--- config.mk ---
export PLATFORM = sky130hd
export DESIGN_NAME = fetch_pc_predictor
export DESIGN_NICKNAME = d
export VERILOG_FILES = /design/src/rtl/fetch_pc_predictor_pkg.sv /design/src/rtl/fetch_pc_predictor_sat_counter2.sv /design/src/rtl/fetch_pc_predictor.sv
export SDC_FILE = /design/constraint.sdc
export NUM_CORES = 1
export LEC_CHECK = 0
export BUFFER_PORTS_ARGS = -buffer_cell sky130_fd_sc_hd__buf_2
export CORE_MARGIN = 2
export CORE_UTILIZATION = 54
export DETAILED_ROUTE_END_ITERATION = 10
export PLACE_DENSITY = 0.92
export SYNTH_ARGS = -nofsm -noshare
export SYNTH_HDL_FRONTEND = slang
export SYNTH_SLANG_ARGS = --single-unit
--- constraint.sdc ---
create_clock -name clk -period 6.8 [get_ports clk]
set_clock_uncertainty 0.2 [all_clocks]
set_input_delay 2.04 -clock clk [delete_from_list [all_inputs] [get_ports clk]]
set_output_delay 2.04 -clock clk [all_outputs]
set_load 0.01 [all_outputs]
--- src/rtl/fetch_pc_predictor_pkg.sv ---
`default_nettype none
// ============================================================================
// Module      : fetch_pc_predictor_pkg
// Description : Shared definitions for the fetch-stage branch predictors.
//               - Default pattern-history-table index width.
//               - 2-bit saturating counter encodings.
//               - Predictor table initialisation FSM state encoding.
// Revision    : 1.0 - initial release
// ============================================================================
package fetch_pc_predictor_pkg;

  // Default log2 of the number of direction counters (also the GHR width).
  localparam int c_PHT_BITS = 5;

  // 2-bit saturating counter encodings. The MSB is the predicted direction.
  localparam logic [1:0] c_CNT_SNT = 2'b00;  // strongly not-taken
  localparam logic [1:0] c_CNT_WNT = 2'b01;  // weakly not-taken
  localparam logic [1:0] c_CNT_WT  = 2'b10;  // weakly taken
  localparam logic [1:0] c_CNT_ST  = 2'b11;  // strongly taken

  // Table initialisation FSM.
  typedef enum logic [0:0] {
    ST_INIT = 1'b0,  // walking the table, writing weak not-taken
    ST_RUN  = 1'b1   // normal fetch
  } state_e;

endpackage : fetch_pc_predictor_pkg
`default_nettype wire

--- src/rtl/fetch_pc_predictor_sat_counter2.sv ---
`default_nettype none
// ============================================================================
// Module      : sat_counter2
// Description : Combinational 2-bit saturating up/down counter step.
//               inc=1 moves towards strongly-taken and stops at 2'b11;
//               inc=0 moves towards strongly-not-taken and stops at 2'b00.
// Ports       : count_in  [1:0] in  current counter value
//               inc             in  1 = increment, 0 = decrement
//               count_out [1:0] out updated counter value
// Revision    : 1.0 - initial release
// ============================================================================
module sat_counter2
  import fetch_pc_predictor_pkg::*;
(
  input  logic [1:0] count_in,
  input  logic       inc,
  output logic [1:0] count_out
);

  always_comb begin
    count_out = count_in;
    if (inc) begin
      if (count_in != c_CNT_ST) begin
        count_out = count_in + 2'd1;
      end
    end else begin
      if (count_in != c_CNT_SNT) begin
        count_out = count_in - 2'd1;
      end
    end
  end

endmodule : sat_counter2
`default_nettype wire

--- src/rtl/fetch_pc_predictor.sv ---
`default_nettype none
// ============================================================================
// Module      : fetch_pc_predictor
// Description : IF-stage next-PC generator with a gshare direction predictor.
//               The BTB supplies hit/target for current_pc; a table of 2-bit
//               counters indexed by (PC ^ GHR) supplies the direction. A
//               speculative global history register shifts on BTB hits and is
//               repaired from the snapshot carried by a mispredicted branch.
//               After reset the counter table is walked once (one entry per
//               cycle) to weak not-taken before fetch starts.
// Ports       : clk, reset                 clock, synchronous active-high reset
//               stall                      hold PC and GHR
//               btb_hit, btb_target[31:0]  BTB lookup result for current_pc
//               resolve_valid/pc/ghr/taken resolved conditional branch (train)
//               mispredict, correct_pc     EX-stage redirect
//               current_pc[31:0]           PC being fetched
//               fetch_valid                low while the table initialises
//               pred_taken                 direction prediction for current_pc
//               pred_ghr[PHT_BITS-1:0]     history used for that prediction
// Revision    : 1.0 - initial release
// ============================================================================
module fetch_pc_predictor
  import fetch_pc_predictor_pkg::*;
#(
  parameter int          PHT_BITS = c_PHT_BITS,
  parameter logic [31:0] RESET_PC = 32'h0000_0000
) (
  input  logic                clk,
  input  logic                reset,
  input  logic                stall,
  input  logic                btb_hit,
  input  logic [31:0]         btb_target,
  input  logic                resolve_valid,
  input  logic [31:0]         resolve_pc,
  input  logic [PHT_BITS-1:0] resolve_ghr,
  input  logic                resolve_taken,
  input  logic                mispredict,
  input  logic [31:0]         correct_pc,
  output logic [31:0]         current_pc,
  output logic                fetch_valid,
  output logic                pred_taken,
  output logic [PHT_BITS-1:0] pred_ghr
);

  localparam int c_ENTRIES = 1 << PHT_BITS;
  localparam logic [PHT_BITS-1:0] c_LAST_IDX = {PHT_BITS{1'b1}};

  // --------------------------------------------------------------------------
  // State
  // --------------------------------------------------------------------------
  state_e              r_state;
  state_e              w_state_next;
  logic [PHT_BITS-1:0] r_clr_idx;
  logic [31:0]         r_pc;
  logic [PHT_BITS-1:0] r_ghr;
  logic [1:0]          r_pht [c_ENTRIES];

  // --------------------------------------------------------------------------
  // Combinational signals
  // --------------------------------------------------------------------------
  logic                w_run;
  logic [PHT_BITS-1:0] w_idx;
  logic [PHT_BITS-1:0] w_uidx;
  logic                w_pred_taken;
  logic [1:0]          w_upd_cnt;
  logic [31:0]         w_pc_next;
  logic [PHT_BITS-1:0] w_ghr_next;
  logic                w_pht_we;
  logic [PHT_BITS-1:0] w_pht_waddr;
  logic [1:0]          w_pht_wdata;
  logic                w_unused_bits;

  assign w_run = (r_state == ST_RUN);

  // gshare indexing: word-aligned PC bits folded with global history.
  assign w_idx  = r_pc[PHT_BITS+1:2] ^ r_ghr;
  assign w_uidx = resolve_pc[PHT_BITS+1:2] ^ resolve_ghr;

  // Predictions are suppressed while the table still holds stale contents.
  assign w_pred_taken = w_run & btb_hit & r_pht[w_idx][1];

  // Only the index bits of the resolved PC participate in training.
  assign w_unused_bits = &{1'b0, resolve_pc[31:PHT_BITS+2], resolve_pc[1:0]};

  // Training step for the entry addressed by the resolved branch.
  sat_counter2 u_sat_counter2 (
    .count_in  (r_pht[w_uidx]),
    .inc       (resolve_taken),
    .count_out (w_upd_cnt)
  );

  // --------------------------------------------------------------------------
  // Initialisation FSM
  // --------------------------------------------------------------------------
  always_ff @(posedge clk) begin
    if (reset) begin
      r_state   <= ST_INIT;
      r_clr_idx <= '0;
    end else begin
      r_state <= w_state_next;
      if (r_state == ST_INIT) begin
        r_clr_idx <= r_clr_idx + 1'b1;
      end
    end
  end

  always_comb begin
    w_state_next = r_state;
    case (r_state)
      ST_INIT: begin
        if (r_clr_idx == c_LAST_IDX) begin
          w_state_next = ST_RUN;
        end
      end
      ST_RUN: begin
        w_state_next = ST_RUN;
      end
      default: begin
        w_state_next = ST_INIT;
      end
    endcase
  end

  // --------------------------------------------------------------------------
  // Next PC and speculative history
  // --------------------------------------------------------------------------
  // A redirect outranks a stall so that the corrected path is never dropped.
  // History only shifts on fetches the BTB recognises as branches.
  always_comb begin
    w_pc_next  = r_pc;
    w_ghr_next = r_ghr;
    if (w_run) begin
      if (mispredict) begin
        w_pc_next  = correct_pc;
        w_ghr_next = {resolve_ghr[PHT_BITS-2:0], resolve_taken};
      end else if (!stall) begin
        w_pc_next = w_pred_taken ? btb_target : (r_pc + 32'd4);
        if (btb_hit) begin
          w_ghr_next = {r_ghr[PHT_BITS-2:0], w_pred_taken};
        end
      end
    end
  end

  always_ff @(posedge clk) begin
    if (reset) begin
      r_pc  <= RESET_PC;
      r_ghr <= '0;
    end else begin
      r_pc  <= w_pc_next;
      r_ghr <= w_ghr_next;
    end
  end

  // --------------------------------------------------------------------------
  // Counter table: single write port shared by initialisation and training
  // --------------------------------------------------------------------------
  always_comb begin
    w_pht_we    = 1'b0;
    w_pht_waddr = w_uidx;
    w_pht_wdata = w_upd_cnt;
    if (!reset) begin
      if (r_state == ST_INIT) begin
        w_pht_we    = 1'b1;
        w_pht_waddr = r_clr_idx;
        w_pht_wdata = c_CNT_WNT;
      end else if (resolve_valid) begin
        w_pht_we = 1'b1;
      end
    end
  end

  // No reset on the array itself: the INIT walk establishes its contents.
  // Reads in the same cycle see the pre-update value.
  always_ff @(posedge clk) begin
    if (w_pht_we) begin
      r_pht[w_pht_waddr] <= w_pht_wdata;
    end
  end

  // --------------------------------------------------------------------------
  // Outputs
  // --------------------------------------------------------------------------
  assign current_pc  = r_pc;
  assign fetch_valid = w_run;
  assign pred_taken  = w_pred_taken;
  assign pred_ghr    = r_ghr;

endmodule : fetch_pc_predictor
`default_nettype wire

## Word-level counts from Yosys, hierarchy flattened

Memories as Yosys holds them, arrays and structs flattened.
Index checks and enable logic that the tools add are counted.

| storage, ports and cells | value |
|---|---|
| bits of input ports | 108 |
| register bits after elaboration | 43 |
| memories | 1 |
| bits in writable memories | 64 |
| word-level logic and storage cells | 41 |
| output and inout bits | 39 |

| cells by class | value |
|---|---|
| eq/ne operators | 3 |
| add/sub/neg operators | 4 |
| bitwise operators | 5 |
| multiplexer cells | 20 |
| reduce and logical (&&, ||, !) cells | 4 |

Memories:

| name | words | bits a word | read ports | clocked after memory_dff | wr ports | line | source |
|---|---|---|---|---|---|---|---|
| r_pht | 32 | 2 | 2 | 0 | 1 | fetch_pc_predictor.sv:56 | `logic [1:0] r_pht [c_ENTRIES];` |

Operators with widths:

| cell | number |
|---|---|
| two-way mux 32 bit | 3 |
| adder 32 x 3 -> 32 bit, second input constant | 1 |
| two-way mux 5 bit | 5 |
| two-way mux 2 bit | 5 |
| XOR 5 bit | 2 |
| two-way mux 1 bit | 6 |
| adder 5 x 1 -> 5 bit, second input constant | 1 |
| equality test 5 bit, second input constant | 1 |
| nonzero test 2 bit | 2 |
| AND reduction 3 bit | 1 |
| adder 2 x 1 -> 2 bit, second input constant | 1 |
| AND 1 bit | 2 |
| != test 2 x 1 -> 1 bit, second input constant | 1 |
| != test 2 bit, second input constant | 1 |
| case mux 1 bit (2 select lines) | 1 |
| AND reduction 2 bit | 1 |
| subtractor 2 x 1 -> 2 bit, second input constant | 1 |
| NOT 1 bit | 1 |

## Depth between registers and ports, before layout

An unclocked memory read counts as a cell.

| logic depth | value |
|---|---|
| depth in word-level cells | 7 |
| gate-level depth with buffers | 11 |
| depth with buffers taken out | 9 |

## By module

Synthesis repeated with hierarchy kept, for this count alone.

| second synthesis, totals | value |
|---|---|
| cells, all modules | 548 |
| area total of the unflattened synthesis | 5814.3 µm² |

Modules (own cells, without submodules):

| module | seq. area each (µm²) | cells an instance | area an instance (µm²) | instances |
|---|---|---|---|---|
| fetch_pc_predictor | 2782.7 | 545 | 5788.1 | 1 |
| sat_counter2 | 0.0 | 3 | 26.3 | 1 |

## Worst setup path before layout

OpenSTA, ideal clock, no wires.

| timing path | value |
|---|---|
| kind | input -> register |
| start point | in resolve_ghr[0] |
| end point | mem r_pht[0][0], data pin |
| arrival time | 5688 ps |
| data required time | 6146 ps |
| setup time | 454 ps |
| buffers on the path | 1 |
| path slack | 458 ps |
| stages on the path | 7 |
| path through | xor2_1 buf_4 mux4_2 mux4_2 mux2i_1 a21boi_0 o21ai_0 |

| between the ends | value |
|---|---|
| word-level cells in the longest chain between the ends | 7 |

RTL lines:

| item | line | source |
|---|---|---|
| start, declared | fetch_pc_predictor.sv:35 | `input logic [PHT_BITS-1:0] resolve_ghr,` |
| XOR 5 bit (*) | fetch_pc_predictor.sv:77 | `assign w_uidx = resolve_pc[PHT_BITS+1:2] ^ resolve_ghr;` |
| memory read (32 x 2 bit) (*) | n/a |  |
| subtractor 2 x 1 -> 2 bit, or another cell as far along | fetch_pc_predictor_sat_counter2.sv:28 | `count_out = count_in - 2'd1;` |
| two-way mux 2 bit (on tied branches) | fetch_pc_predictor_sat_counter2.sv:27, fetch_pc_predictor_sat_counter2.sv:23 |  |
| two-way mux 2 bit (*) | fetch_pc_predictor_sat_counter2.sv:22 | `if (inc) begin` |
| two-way mux 2 bit | fetch_pc_predictor.sv:163 | `if (r_state == ST_INIT) begin` |
| two-way mux 2 bit (*) | fetch_pc_predictor.sv:162 | `if (!reset) begin` |
| via w_pht_wdata[0] | fetch_pc_predictor.sv:70 | `logic [1:0] w_pht_wdata;` |
| end, declared | fetch_pc_predictor.sv:56 |  |

The timed path passes the listed nets; every way through them passes the cells marked *.

## Worst setup path after layout

| timing path | value |
|---|---|
| start point | reg r_pc[2] (netlist: current_pc[2]) |
| end point | out pred_taken |

| between the ends | value |
|---|---|
| word-level cells in the longest chain between the ends | 3 |

RTL lines:

| item | line | source |
|---|---|---|
| start, declared | fetch_pc_predictor.sv:54 | `logic [31:0] r_pc;` |
| start signal, assigned | fetch_pc_predictor.sv:150 | `r_pc <= w_pc_next;` |
| XOR 5 bit | fetch_pc_predictor.sv:76 | `assign w_idx = r_pc[PHT_BITS+1:2] ^ r_ghr;` |
| memory read (32 x 2 bit) | n/a |  |
| AND 1 bit | fetch_pc_predictor.sv:80 | `assign w_pred_taken = w_run & btb_hit & r_pht[w_idx][1];` |
| end, declared | fetch_pc_predictor.sv:41 | `output logic pred_taken,` |

No other way between the ends.

==> metrics.md <==
| Metric | Value |
|---|---|
| Outcome | `complete, no violations` |
| Clk pwr share | `30.6%` |
| HP Class | `register to register` |
| Netlist area before placement | `5770 sq um` |
| Static leakage | `2.56 nW` |
| H-tree Lvls | `3` |
| Final hold violation count | `0` |
| Leading cell type in the layout, fill and taps excluded | `sky130_fd_sc_hd__buf_2` |
| Slowest stage cell, crit path | `sky130_fd_sc_hd__xor2_2` |
| Final Net Count | `781` |
| Max FO, Critical Path | `16` |
| Number of buffers between clock root and the deepest sink | `2` |
| Crit Path Class | `register to primary output` |
| Count of flip-flops with a built-in enable after synthesis | `64` |
| Count of unresolved DRC violations after routing | `0` |
| Cells along the critical path | `xor2_2 -> mux2i_1 -> o22ai_1 -> or4_4 -> a22oi_4 -> inv_2 -> buf_2` |
| # Max-Cap Violations | `0` |
| Avg Cell Area, Syn | `10.3 sq um` |
| Async set-or-reset flop fraction in the synthesized netlist | `0%` |
| Combined area of the multi-input logic cells | `2840 sq um` |
| Horiz. Die Dim | `107 um` |
| TNS Setup | `0 ps` |
| Routability-driven placement congestion ratio | `0.918` |
| Area taken by flip-flops and latches | `2780 sq um` |
| Sequential cell fraction of total power | `56.8%` |
| Area Growth Syn to Fin | `15.7%` |
| Die outline height | `107 um` |
| Most used cells in the layout excluding fill and tap cells | `sky130_fd_sc_hd__buf_2, sky130_fd_sc_hd__nor2_1, sky130_fd_sc_hd__edfxtp_1` |
| Most used DFF post-synth | `sky130_fd_sc_hd__edfxtp_1` |
| Post-CTS Hold Buffers | `0` |
| Sw power | `0.343 mW` |
| Number of cell rows | `37` |
| Maximum operating frequency | `0.177 GHz` |
| CP Buf/Inv Count | `2` |
| Core footprint | `10400 sq um` |
| Starting DRT DRC Count | `577` |
| Number of flip-flops and latches in the synthesized netlist | `107` |
| Number of buffers inserted during clock tree synthesis | `9` |
| Die ar. | `11500 sq um` |
| Final setup violation count | `0` |
| Power density over cell area | `189 nW/um^2` |
| DPL Wire Length | `11.1 mm` |
| Sequential-to-total area share from yosys stat | `48.2%` |
| Proportion of total power due to net switching | `27.2%` |
| GRT Residual Overflow | `0` |
| Mapped Cells | `561` |
| TritonRoute pass-1 iters | `7` |
| # resized after CTS | `0` |
| Via count of the first global-routing pass | `4907` |
| Clk root buf | `sky130_fd_sc_hd__clkbuf_8` |
| Warnings from Yosys | `0` |
| Initial antenna violation count | `1` |
| Instance area after placement | `6480 sq um` |
| Average detailed-routed wire length per instance | `19.3 um` |
| Combinational share of power | `12.5%` |
| Tcrit/Tclk final | `82.9%` |
| Actual transition at the worst max-transition pin | `1250 ps` |
| Arrival @ worst endpoint | `3400 ps` |
| RSZ-0062 raised after global routing | `false` |
| Category of the worst setup path capture point | `primary output` |
| Slew HR | `16.5%` |
| Crit start category | `register` |
| Post-route minimum period | `5640 ps` |
| Global-route usage over all layers | `27.6%` |
| Final antenna-violating net count | `0` |
| Vias/cell | `6.35` |
| Fill cell instance count of the final layout | `789` |
| Via Count | `5156` |
| Maximum single-stage delay on the critical path | `1000 ps` |
| Wire length of the first global-routing pass | `24.5 mm` |
| Nets in the synthesized netlist | `672` |
| Peak ir drop on the vdd network | `0.168 mV` |
| Clock-pin slew reported for the worst setup and hold paths after clock tree synthesis | `100 ps` |
| Total length of routed wires | `15.7 mm` |
| Buffers added on ports | `119` |
| Starting density of the core | `55.7%` |
| Largest net degree at the start of global routing | `54` |
| Final max-slew violation count | `0` |
| Top cell family by delay on the critical path | `XOR/XNOR gates` |
| Num Clock Sinks | `107` |
| Num ports | `147` |
| Post-Layout Inst Area | `6680 sq um` |
| Data required time of the critical path | `4560 ps` |
| CTS tree | `built` |
| Post-CTS repair timing setup buffer count | `0` |
| Cell-internal power | `0.917 mW` |
| Number of unique standard cell types used by synthesis | `52` |
| Clock network latency to the later pin of the worst-skew pair | `390 ps` |
| Fraction of final layout cells sized beyond drive strength 1 | `25.9%` |
[cells in the mapped netlist, drive strengths merged, types with 5 or more instances]
library cell,count,area share [%]
nor2,72,4.7
edfxtp,64,33
nand2,53,3.4
a21oi,49,4.2
dfxtp,43,15
o21ai,31,2.7
mux2i,28,4.9
nand3,25,2.2
xor2,25,3.9
mux4,20,7.8
o211ai,20,2.6
clkbuf,19,1.2
xnor2,12,1.8
buf,10,1.0
nand4,10,1.1
inv,9,0.59
o22ai,9,0.98
a211oi,6,0.78
a221oi,6,0.91
nor2b,5,0.54
[worst reg2reg max path, stage by stage, from the launching register on]
cell,delay [ps]
sky130_fd_sc_hd__dfxtp_1,530
sky130_fd_sc_hd__xor2_2,1000
sky130_fd_sc_hd__mux2i_1,380
sky130_fd_sc_hd__o22ai_1,110
sky130_fd_sc_hd__or4_4,500
sky130_fd_sc_hd__a22oi_4,190
sky130_fd_sc_hd__buf_4,470
sky130_fd_sc_hd__nand2_1,280
sky130_fd_sc_hd__or3_1,420
sky130_fd_sc_hd__o221ai_1,80
[area by class of cell]
cell class | count | area share, %
diodes | 1 | 0.0375
clock buffers | 9 | 1.85
clock inverters | 7 | 1.03
inverters | 10 | 0.562
multi-input cells | 415 | 42.5
flip-flops and latches | 107 | 41.7
well taps | 136 | 2.55
repair buffers | 127 | 9.82
[final timing paths]
| path | end | depth (start not counted) | slack [ps] | from |
|---|---|---|---|---|
| max | pred_taken | 7 | 1160 | current_pc[2] |
| min | current_pc[27] | 2 | 320 | current_pc[27] |
| max reg2reg | current_pc[24] | 9 | 2560 | current_pc[2] |
| min reg2reg | current_pc[27] | 2 | 320 | current_pc[27] |
[metal layers]
metal	GRT usage [%]	routed length, um	vias up
li1	-	-	2322
met1	33.4	5840	2411
met2	47.3	7710	352
met3	3.81	1440	71
met4	15.5	660	0
met5	0	0	-
[power groups by stage]
stage	Clock (mW)	Combinational (mW)	Sequential, mW
after floorplan	0	0.0933	0.730
after global placement	0	0.147	0.730
after detailed placement	0	0.155	0.731
after CTS	0.391	0.155	0.716
after global routing	0.415	0.169	0.717
final	0.386	0.158	0.716
[through the flow]
stage                     worst slack [ps]  instances  hold slack, ps  total power [mW]  util [%]
after floorplan                        458        561             289             0.823         -
after global placement                1350        795             293             0.877      62.5
after detailed placement              1110        795             300             0.886      62.5
after CTS                             1200        811             316              1.26      64.4
after global routing                  1060        812             346              1.30      64.4
final                                 1160        812             317              1.26      64.4
[kinds of logic (layout without fill, tap and decap cells)]
group           after synthesis  count (layout)  synth area share (%)
other cells                   0               1                     0
xor+xnor                     37              37                  5.74
mux                          49              49                  12.8
fa+ha+maj                     3               3                 0.650
flops                       107             107                  48.2
simple gates                189             189                  14.9
buf+inv                      39             153                  2.93
compound gates              137             137                  14.8
[flip-flops by register name (all words and copies together) (netlist names)]
name	flops
current_pc	32
r_pht	64
r_clr_idx	5
pred_ghr	5
fetch_valid	1
Power figures use the tool's default switching activity.
